### config.mk
export PLATFORM = sky130hd
export DESIGN_NAME = stream_demux_flat
export DESIGN_NICKNAME = d
export VERILOG_FILES = /design/src/rtl/stream_demux_if.sv /design/src/rtl/stream_demux.sv /design/src/flat_wrapper.sv
export SDC_FILE = /design/constraint.sdc
export NUM_CORES = 1
export LEC_CHECK = 0
export BUFFER_PORTS_ARGS = -buffer_cell sky130_fd_sc_hd__buf_4
export CORE_AREA = 4 4 75 77
export DETAILED_ROUTE_END_ITERATION = 6
export DIE_AREA = 0 0 79 81
export PLACE_DENSITY_LB_ADDON = 0.1
export SKIP_LAST_GASP = 1
export SLEW_MARGIN = 20
export SYNTH_ARGS = -nofsm -noshare
export SYNTH_HDL_FRONTEND = slang
export SYNTH_SLANG_ARGS = --single-unit
### constraint.sdc
create_clock -name clk -period 2.06 [get_ports clk]
set_input_delay 0 -clock clk [delete_from_list [all_inputs] [get_ports clk]]
set_output_delay 0 -clock clk [all_outputs]
set_load 0.03 [all_outputs]
### src/rtl/stream_demux_if.sv
// Handshake bundle for stream_demux: one upstream valid/ready port fanned out to N channels.
// The in_bcast signal exists only when STREAM_DEMUX_BCAST_EN is defined.
interface stream_demux_if #(
    parameter int WIDTH = 8,
    parameter int N     = 8
);
    localparam int SEL_W = $clog2(N);

    logic                 in_valid;
    logic                 in_ready;
    logic [WIDTH-1:0]     in_data;
    logic [SEL_W-1:0]     in_sel;
    logic [N-1:0]         out_valid;
    logic [N-1:0]         out_ready;
    logic [N*WIDTH-1:0]   out_data;
    logic [7:0]           drop_cnt;
`ifdef STREAM_DEMUX_BCAST_EN
    logic                 in_bcast;

    modport master (
        output in_valid, in_data, in_sel, in_bcast, out_ready,
        input  in_ready, out_valid, out_data, drop_cnt
    );

    modport slave (
        input  in_valid, in_data, in_sel, in_bcast, out_ready,
        output in_ready, out_valid, out_data, drop_cnt
    );
`else
    modport master (
        output in_valid, in_data, in_sel, out_ready,
        input  in_ready, out_valid, out_data, drop_cnt
    );

    modport slave (
        input  in_valid, in_data, in_sel, out_ready,
        output in_ready, out_valid, out_data, drop_cnt
    );
`endif
endinterface

### src/rtl/stream_demux.sv
// One-word holding stage that routes each accepted word to one output channel (or all of them
// when STREAM_DEMUX_BCAST_EN is defined), counting words dropped for an out-of-range select.
module stream_demux #(
    parameter int WIDTH = 8,
    parameter int N     = 8
) (
    input  logic          clk,
    input  logic          rst_n,
    stream_demux_if.slave bus
);
    localparam int               SEL_W = $clog2(N);
    localparam logic [SEL_W:0]   N_LIM = (SEL_W+1)'(N);

    logic [WIDTH-1:0] hold_r;
    logic [N-1:0]     pend_r;
    logic [7:0]       drop_r;

    logic             in_ready_s;
    logic             accept_s;
    logic             bcast_s;
    logic             in_range_s;
    logic             load_s;
    logic             drop_s;
    logic [N-1:0]     pend_nxt_s;

    function automatic logic [N-1:0] onehot(input logic [SEL_W-1:0] idx);
        logic [N-1:0] v;
        v = {N{1'b0}};
        for (int i = 0; i < N; i++) begin
            v[i] = (idx == SEL_W'(i));
        end
        return v;
    endfunction

    // Handshake decode and next pending mask; in_ready never looks at in_valid.
    always_comb begin
        in_ready_s = ((pend_r & ~bus.out_ready) == {N{1'b0}});
        accept_s   = bus.in_valid & in_ready_s;
`ifdef STREAM_DEMUX_BCAST_EN
        bcast_s    = bus.in_bcast;
`else
        bcast_s    = 1'b0;
`endif
        in_range_s = ({1'b0, bus.in_sel} < N_LIM);
        load_s     = accept_s & (bcast_s | in_range_s);
        drop_s     = accept_s & ~bcast_s & ~in_range_s;
        if (accept_s) begin
            if (bcast_s) begin
                pend_nxt_s = {N{1'b1}};
            end else if (in_range_s) begin
                pend_nxt_s = onehot(bus.in_sel);
            end else begin
                // Every still-pending channel completes on an accepting edge.
                pend_nxt_s = {N{1'b0}};
            end
        end else begin
            pend_nxt_s = pend_r & ~bus.out_ready;
        end
    end

    // Holding-stage state and saturating drop counter.
    always_ff @(posedge clk or negedge rst_n) begin
        if (!rst_n) begin
            hold_r <= {WIDTH{1'b0}};
            pend_r <= {N{1'b0}};
            drop_r <= 8'd0;
        end else begin
            pend_r <= pend_nxt_s;
            if (load_s) begin
                hold_r <= bus.in_data;
            end else begin
                hold_r <= hold_r;
            end
            if (drop_s && (drop_r != 8'hFF)) begin
                drop_r <= drop_r + 8'd1;
            end else begin
                drop_r <= drop_r;
            end
        end
    end

    assign bus.in_ready  = in_ready_s;
    assign bus.out_valid = pend_r;
    assign bus.out_data  = {N{hold_r}};
    assign bus.drop_cnt  = drop_r;
endmodule

### src/flat_wrapper.sv
// flat-port wrapper written by rule: the top's interface ports become plain ports
module stream_demux_flat 
#(
    parameter int WIDTH = 8,
    parameter int N     = 8
)
  (clk, rst_n, bus_in_valid, bus_in_data, bus_in_sel, bus_out_ready, bus_in_ready, bus_out_valid, bus_out_data, bus_drop_cnt);
  stream_demux_if #(.WIDTH(WIDTH), .N(N)) bus_i ();
  input  logic clk;
  input  logic rst_n;
  input wire logic [$bits(bus_i.in_valid)-1:0] bus_in_valid;
  input wire logic [$bits(bus_i.in_data)-1:0] bus_in_data;
  input wire logic [$bits(bus_i.in_sel)-1:0] bus_in_sel;
  input wire logic [$bits(bus_i.out_ready)-1:0] bus_out_ready;
  output wire logic [$bits(bus_i.in_ready)-1:0] bus_in_ready;
  output wire logic [$bits(bus_i.out_valid)-1:0] bus_out_valid;
  output wire logic [$bits(bus_i.out_data)-1:0] bus_out_data;
  output wire logic [$bits(bus_i.drop_cnt)-1:0] bus_drop_cnt;
  assign bus_i.in_valid = bus_in_valid;
  assign bus_i.in_data = bus_in_data;
  assign bus_i.in_sel = bus_in_sel;
  assign bus_i.out_ready = bus_out_ready;
  assign bus_in_ready = bus_i.in_ready;
  assign bus_out_valid = bus_i.out_valid;
  assign bus_out_data = bus_i.out_data;
  assign bus_drop_cnt = bus_i.drop_cnt;
  stream_demux #(.WIDTH(WIDTH), .N(N)) u_core (.clk(clk), .rst_n(rst_n), .bus(bus_i));
endmodule
==> results of run 1 <==
power groups by stage:
stage               combinational, mW  sequential [mW]  clock (mW)
detailed placement               1.38            0.463           0
global route                     1.44            0.476       0.304
finish                           1.38            0.454       0.273
floorplan                        1.12            0.546           0
CTS                              1.40            0.458       0.288
global placement                 1.38            0.455           0
sequential cells by signal, summed over array words and instances (netlist names):
signal                cells
u_core.hold_r             8
u_core.bus.out_valid      8
cells in the final DEF (no fill, tap or decap):
cell type	count
sky130_fd_sc_hd__mux2_4	2
sky130_fd_sc_hd__nand3_1	2
sky130_fd_sc_hd__nor2b_1	1
sky130_fd_sc_hd__nand2b_1	6
sky130_fd_sc_hd__and4bb_2	1
sky130_fd_sc_hd__mux2_2	6
sky130_fd_sc_hd__clkbuf_8	4
sky130_fd_sc_hd__nand3_4	1
sky130_fd_sc_hd__o21ai_0	3
sky130_fd_sc_hd__nor2_1	1
sky130_fd_sc_hd__nand2_1	2
sky130_fd_sc_hd__buf_4	94
sky130_fd_sc_hd__o31ai_2	1
sky130_fd_sc_hd__dlygate4sd3_1	11
sky130_fd_sc_hd__conb_1	8
sky130_fd_sc_hd__o41ai_2	2
sky130_fd_sc_hd__and4_1	1
sky130_fd_sc_hd__nor2b_4	1
sky130_fd_sc_hd__inv_1	1
sky130_fd_sc_hd__and2_1	1
sky130_fd_sc_hd__nand3b_1	2
sky130_fd_sc_hd__o21bai_1	2
sky130_fd_sc_hd__dfrtp_1	16
cell families (layout without fill, tap and decap cells):
family | count (synthesis) | in the layout
muxes | 8 | 8
DFF | 16 | 16
buffers and inverters | 68 | 110
AOI/OAI and AO/OA | 8 | 8
other | 1 | 8
and+or+nand+nor | 19 | 19
worst max-delay path, delay by kind of cell, from the launching register on:
kind,cells,cell delay (ns)
AND/OR/NAND/NOR,3,0.67
flip-flops,1,0.38
multiplexers,1,0.36
worst min-delay path by stage:
stage,start,endpoint
final,bus_in_sel[1],u_core.bus.out_valid[0]
after floorplan,rst_n,u_core.bus.out_valid[0]
after global routing,bus_in_sel[1],u_core.bus.out_valid[0]
after CTS,bus_in_sel[1],u_core.bus.out_valid[0]
after detailed placement,rst_n,u_core.bus.out_valid[2]
after global placement,rst_n,u_core.bus.out_valid[2]
routing by layer:
layer	track usage [%]	vias up	part of all wire, %
met2	14.7	48	54
li1	-	411	-
met1	8.75	400	35
met5	0	-	0
met3	2.44	2	11
met4	2.58	0	0.52
cell usage after synthesis (all sizes together):
cell type   n
buf        66
dfrtp      16
mux2        8
nand2b      6
nand3       3
o21ai       3
nand2       2
nand3b      2
nor2b       2
o21bai      2
o41ai       2
and2        1
and4        1
and4bb      1
clkbuf      1
conb        1
inv         1
nor2        1
o31ai       1
layout make-up:
class	count	area (sq um)
fillers	545	3310
flip-flops and latches	16	400
repair buffers	105	816
inverters	1	3.75
well taps	70	87.6
clock buffers	4	55.1
multi-input cells	43	342
==> results.txt, run 1 <==
----------------------------------------------------
[Placement]
  RD Place Congestion ... around 0.66
  Worst slack at placement ... 0.538 ns
  Number of cells in the design after placement ... roughly 220
  Number of buffers added on ports ... 94
  Final HPWL from detailed placement ... 2230 microns
  Cell area reported after detailed placement ... approximately 0.0015 sq mm

[Worst hold path]
  Type of the worst min-delay path ... input port to flip-flop
  Worst hold path depth ... 2

[Pwr]
  Portion of total power attributed to the clock network ... 12.9%
  Switching component of the power ... 1.08 mW
  Power share of the combinational group ... 65.6%
  Sequential Power Share ... 21.5%
  Static leakage ... 0.871 nW
  Power Total ... 2.11 mW
  PwrDens ... approximately 1200 mW/mm^2
  Internal ... ~1.0 mW
  Maximum vdd drop ... 0.295 mV
  Sw Ratio ... 51.2%

[Floorplanning]
  Die Y ... around 80 microns
  Die ar. ... ~0.0064 sq mm
  Core outline area ... between 0.005 and 0.006 sq mm
  Site Rows ... 26
  DIE WIDTH ... around 79 microns
  Number of I/O pins ... about 100
  Effective utilization at floorplan ... 24.3%

[Clocking]
  Insertion delay to the later sink of the worst-skew pair ... 0.24 ns
  CTS H-tree depth ... 1
  Num CTS Buffers ... 3
  Reg clk slew, reported paths ... about 0.06 ns
  Root Driver ... sky130_fd_sc_hd__clkbuf_8
  Post-CTS setup buffer count ... 0
  CTS tree ... yes
  Clock net sink count ... 16
  Number of hold-repair buffers added at the cts stage ... 11
  Post_cts resized ... 0
  Number of buffers between clock root and the deepest sink ... 2

[Status]
  Run status ... finished clean

[Synthesis]
  Basic-gate share of the synthesized area counting and, or, nand and nor cells ... 11.4%
  Compound-Gate Fraction of Synth Area ... between 6 and 7%
  Top cell type by total area after synthesis ... sky130_fd_sc_hd__buf_4
  Average cell area after synthesis ... between 10 and 15 sq um
  Multiplexer share of the synthesized area ... 8.01%
  Number of flip-flops and latches in the synthesized netlist ... 16
  Proportion of netlist area held by the largest area contributor ... 39.4%
  Post-synthesis sequential area ratio ... between 30% and 40%
  Cell types with the largest area share after synthesis ... sky130_fd_sc_hd__buf_4 (39%), sky130_fd_sc_hd__dfrtp_1 (33%), sky130_fd_sc_hd__mux2_2 (5.5%), sky130_fd_sc_hd__nand2b_1 (3.1%), sky130_fd_sc_hd__o41ai_2 (2.7%)
  Adder-cell share of the synthesized area ... 0%
  Dominant combinational cell family by area after synthesis ... buffers and inverters
  Cell area after technology mapping ... 0.00122 sq mm
  Netlist cell types ... 24
  Gate count after technology mapping ... between 100 and 150
  Share of the synthesized netlist area taken by xor and xnor gates ... 0%
  Total number of yosys warnings ... 0

[STA]
  Final critical-path setup slack ... approximately 0.54 ns
  Post-route minimum period ... between 1.5 and 2 ns
  Setup repair after global routing missed its margin ... false
  Final worst clock skew ... between 0.0006 and 0.0007 ns
  Finish-stage setup viols ... 0
  Max-slew violations ... 0
  Fmax achieved ... ~0.66 GHz
  Number of failing hold endpoints at the final stage ... 0
  Post-route clock period utilization ... between 70% and 80%
  Worst hold slack ... ~0.015 ns
  Setup TNS ... 0 ns

[Critical path]
  Origin of the critical flop-to-flop path ... u_core.bus.out_valid[7]
  Worst Setup SP ... u_core.bus.out_valid[7]
  Startpoint types ... flip-flop
  Capture point of the worst path ... u_core.hold_r[0]
  Register-to-Register Setup Slack ... between 0.5 and 0.6 ns
  CP max FO ... 16
  Worst flop-to-flop path endpoint ... u_core.hold_r[0]
  Number of cell instances on the worst register-to-register path ... 4
  Cells traversed along the worst timing path ... nor2b_4 > and4bb_2 > nand3_4 > mux2_4
  Sort of element at the end of the critical path ... flip-flop
  Worst path arrival time ... 1.65 ns
  CP max stage delay ... approximately 0.38 ns
  Worst setup path class ... flip-flop to flip-flop
  Cell with the largest stage delay on the worst path ... sky130_fd_sc_hd__dfrtp_1
  Required time reported for the critical path endpoint ... roughly 2.2 ns

[Detailed routing]
  Vias after detailed routing ... about 860
  DRT antenna net count ... 0
  Final wirelength ... approximately 2700 microns
  Drt first pass iters ... 4
  Wire length per cell after detailed routing ... about 11 microns
  First-iteration detailed-routing DRC count ... 11
  Ratio of routed vias to standard cells ... around 3.6
  Remaining routing DRC violations ... 0

[Global routing]
  GRT Overall Usage ... between 7 and 8%
  Largest net degree at the start of global routing ... 17
  Number of global-route vias before repair ... approximately 830
  Antenna violations before repair ... 0
  First-pass GRT wire length ... a little over 4000 microns
  Global-route congestion overflow total ... 0

[Cells and area]
  Proportion of layout cells with a drive suffix above 1 ... 66.3%
  Number of antenna repair diodes ... 0
  Area overhead of the layout relative to synthesis ... 39.8%
  Layout Cells excl Fill ... between 200 and 250
  Finished Cell Area ... between 0.0015 and 0.002 sq mm
  Net count of the finished layout ... 192
  Final cell utilization of the core ... about a third

[Run]
  # Max-Cap Violations ... 0

----------------------------------------------------
(Power assumes the default switching activity.)
==> run 2: changes to the inputs <==
- ABC_AREA: not set -> 1
- CORE_AREA: 4 4 75 77 -> 4 4 78 80
- DIE_AREA: 0 0 79 81 -> 0 0 82 84
- clock period: 2.06 -> 1.3 ns (I/O delays scaled with it)
==> run 2 against run 1 <==
  * Hold slack worse by 0.013 ns
  * Total power up 53%
  * Design area up 2.8%
  * First-iteration DRC count up 130%
  * Combinational power up 56%
  * Clock power up 33%
  * Clock skew up 0.0023 ns
  * Critical path depth up 4
  * Highest routed layer unchanged
==> results.txt, run 2 <==
----------------------------------------------------
[Status]
  Run status ... finished clean

[Placement]
  Worst slack at placement ... 0.0744 ns
  RD Place Congestion ... 0.725
  Final HPWL from detailed placement ... 2680 microns
  Number of buffers added on ports ... 94

[STA]
  Number of failing hold endpoints at the final stage ... 0
  Post-route minimum period ... between 1 and 1.5 ns
  Max-slew violations ... 0
  Post-route clock period utilization ... just over 90%
  Setup repair after global routing missed its margin ... true
  Worst hold slack ... about 0.0026 ns
  Final critical-path setup slack ... roughly 0.084 ns
  Finish-stage setup viols ... 0
  Fmax achieved ... around 0.8 GHz
  Setup TNS ... 0 ns
  Final worst clock skew ... 0.00290 ns

[Clocking]
  Reg clk slew, reported paths ... 0.06 ns
  Insertion delay to the later sink of the worst-skew pair ... ~0.24 ns
  Clock net sink count ... 16
  CTS tree ... yes
  CTS H-tree depth ... 1
  Root Driver ... sky130_fd_sc_hd__clkbuf_8
  Num CTS Buffers ... 3
  Number of buffers between clock root and the deepest sink ... 2

[Critical path]
  Startpoint types ... input port
  Worst path arrival time ... approximately 1.2 ns
  Origin of the critical flop-to-flop path ... u_core.bus.out_valid[0]
  Sort of element at the end of the critical path ... output port
  Worst setup path class ... input port to output port
  CP max FO ... 2
  Register-to-Register Setup Slack ... roughly 0.09 ns
  Worst flop-to-flop path endpoint ... u_core.bus.out_valid[7]
  Required time reported for the critical path endpoint ... between 1 and 1.5 ns
  Number of cell instances on the worst register-to-register path ... 7

[Global routing]
  First-pass GRT wire length ... between 4000 and 5000 microns
  Number of global-route vias before repair ... between 1000 and 1500
  GRT Overall Usage ... between 8 and 9%
  Largest net degree at the start of global routing ... 18
  Global-route congestion overflow total ... 0
  Antenna violations before repair ... 0

[Pwr]
  Maximum vdd drop ... about 0.61 mV
  PwrDens ... ~1800 mW/mm^2
  Static leakage ... ~1.0 nW

[Floorplanning]
  DIE WIDTH ... ~82 microns
  Die Y ... 84 microns
  Site Rows ... 27
  Number of I/O pins ... around 100
  Core outline area ... about 0.0054 sq mm
  Die ar. ... about 0.0069 sq mm
  Effective utilization at floorplan ... 24.0%

[Synthesis]
  Flip-flop cell with the highest count after synthesis ... sky130_fd_sc_hd__dfrtp_1
  Top cell type by total area after synthesis ... sky130_fd_sc_hd__buf_4
  Post-synthesis sequential area ratio ... slightly above 30%
  Post-synth top cells ... sky130_fd_sc_hd__buf_4 (64), sky130_fd_sc_hd__nand2_1 (31), sky130_fd_sc_hd__dfrtp_1 (16), sky130_fd_sc_hd__nand4_1 (16), sky130_fd_sc_hd__inv_1 (11)
  Total number of yosys warnings ... 0
  Gate count after technology mapping ... 160
  Number of synthesized flops with an enable pin ... 0
  Most common cell in the synthesized netlist ... sky130_fd_sc_hd__buf_4
  Proportion of netlist area held by the largest area contributor ... a little under two fifths
  Cell area after technology mapping ... about 0.0013 sq mm
  Netlist cell types ... 13
  Cell types with the largest area share after synthesis ... sky130_fd_sc_hd__buf_4 (37%), sky130_fd_sc_hd__dfrtp_1 (31%), sky130_fd_sc_hd__nand2_1 (9.0%), sky130_fd_sc_hd__nand4_1 (7.7%), sky130_fd_sc_hd__inv_1 (3.2%)
  Asr flop ratio synth ... 100%
  Average cell area after synthesis ... about 8 sq um
  Number of flip-flops and latches in the synthesized netlist ... 16

[Detailed routing]
  Ratio of routed vias to standard cells ... ~3.9
  DRT antenna net count ... 0
  Final wirelength ... 3290 microns
  Wire length per cell after detailed routing ... approximately 12 microns
  Remaining routing DRC violations ... 0
  Drt first pass iters ... 2
  First-iteration detailed-routing DRC count ... 25
  Vias after detailed routing ... ~1100

[Cells and area]
  Final cell utilization of the core ... 32.4%
  Number of antenna repair diodes ... 0
  Most common cell after layout, fill and taps aside ... sky130_fd_sc_hd__buf_4
  Net count of the finished layout ... approximately 230
  Area overhead of the layout relative to synthesis ... 34.9%
  Proportion of layout cells with a drive suffix above 1 ... roughly 57%
  Most used cells in the layout excluding fill and tap cells ... sky130_fd_sc_hd__buf_4 (102), sky130_fd_sc_hd__nand2_1 (29), sky130_fd_sc_hd__nand4_1 (16), sky130_fd_sc_hd__dfrtp_1 (16), sky130_fd_sc_hd__inv_1 (11)

[Worst hold path]
  Worst hold path depth ... 4
  Launch instance of the worst min-delay path ... bus_out_ready[2]
  Type of the worst min-delay path ... input port to flip-flop
  Worst hold path endpoint ... u_core.bus.out_valid[2]

[Run]
  # Max-Cap Violations ... 0

----------------------------------------------------
==> run 2: worst max-delay path, cell delays in order <==
cell and delay [ns]:
sky130_fd_sc_hd__dlygate4sd3_1 0.53, sky130_fd_sc_hd__buf_4 0.13, sky130_fd_sc_hd__inv_1 0.05, sky130_fd_sc_hd__nand2_2 0.05, sky130_fd_sc_hd__nand2_1 0.10, sky130_fd_sc_hd__nor2_4 0.04, sky130_fd_sc_hd__and2_2 0.18, sky130_fd_sc_hd__buf_6 0.14
==> run 2: how the worst max path moves through the flow <==
stage                              end  slack, ns               startpoint  depth (start not counted)
2_1_floorplan         u_core.hold_r[0]       0.06  u_core.bus.out_valid[7]                          6
3_3_place_gp   u_core.bus.out_valid[3]       0.11  u_core.bus.out_valid[4]                          6
3_5_place_dp          u_core.hold_r[1]       0.07  u_core.bus.out_valid[7]                          6
4_1_cts                   bus_in_ready       0.05  u_core.bus.out_valid[4]                          5
5_1_grt                   bus_in_ready     -0.008  u_core.bus.out_valid[2]                          5
6_report                  bus_in_ready       0.08         bus_out_ready[7]                          8
==> run 2: through the flow <==
stage	instance area, sq um	total power [mW]	std cells
global route	1750	3.40	280
finish	1750	3.23	280
detailed placement	1630	2.85	269
floorplan	1330	2.54	167
global placement	1630	2.84	269
CTS	1720	3.26	278
==> run 2: power breakdown <==
part | switching, mW | internal (mW)
clock | 0.158 | 0.205
combinational | 1.39 | 0.755
sequential | 0.143 | 0.572
total | 1.69 | 1.53
==> run 2: logic make-up after synthesis <==
family                 share of synthesized area [%]
buffers and inverters                           43.1
flip-flops                                      30.8
other                                          0.289
AND/OR/NAND/NOR                                 25.8
==> run 2: metal layers <==
metal / share of wire, % / track usage, % / wire (microns) / up-vias
li1: - / - / - / 533
met1: 35 / 9.49 / 1160 / 495
met2: 51 / 16.2 / 1690 / 57
met3: 12 / 3.78 / 403 / 6
met4: 0.94 / 1.66 / 31 / 0
met5: 0 / 0 / 0 / -
==> run 2: cell type report <==
type | instances | area, sq um
Sequential cell | 16 | 400
Clock buffer | 3 | 41.3
Timing Repair Buffer | 106 | 808
Tap cell | 72 | 90.1
Multi-Input combinational cell | 72 | 370
Fill cell | 595 | 3650
Inverter | 11 | 41.3
==> run 2: what timing repair did <==
item | CTS | global route
pin swaps | 2 | 1
setup endpoints to repair | 1 | 13
hold endpoints to repair | 17 | 0
setup buffers | 4 | 2
resized for setup | 0 | 4
hold buffers | 2 | 0
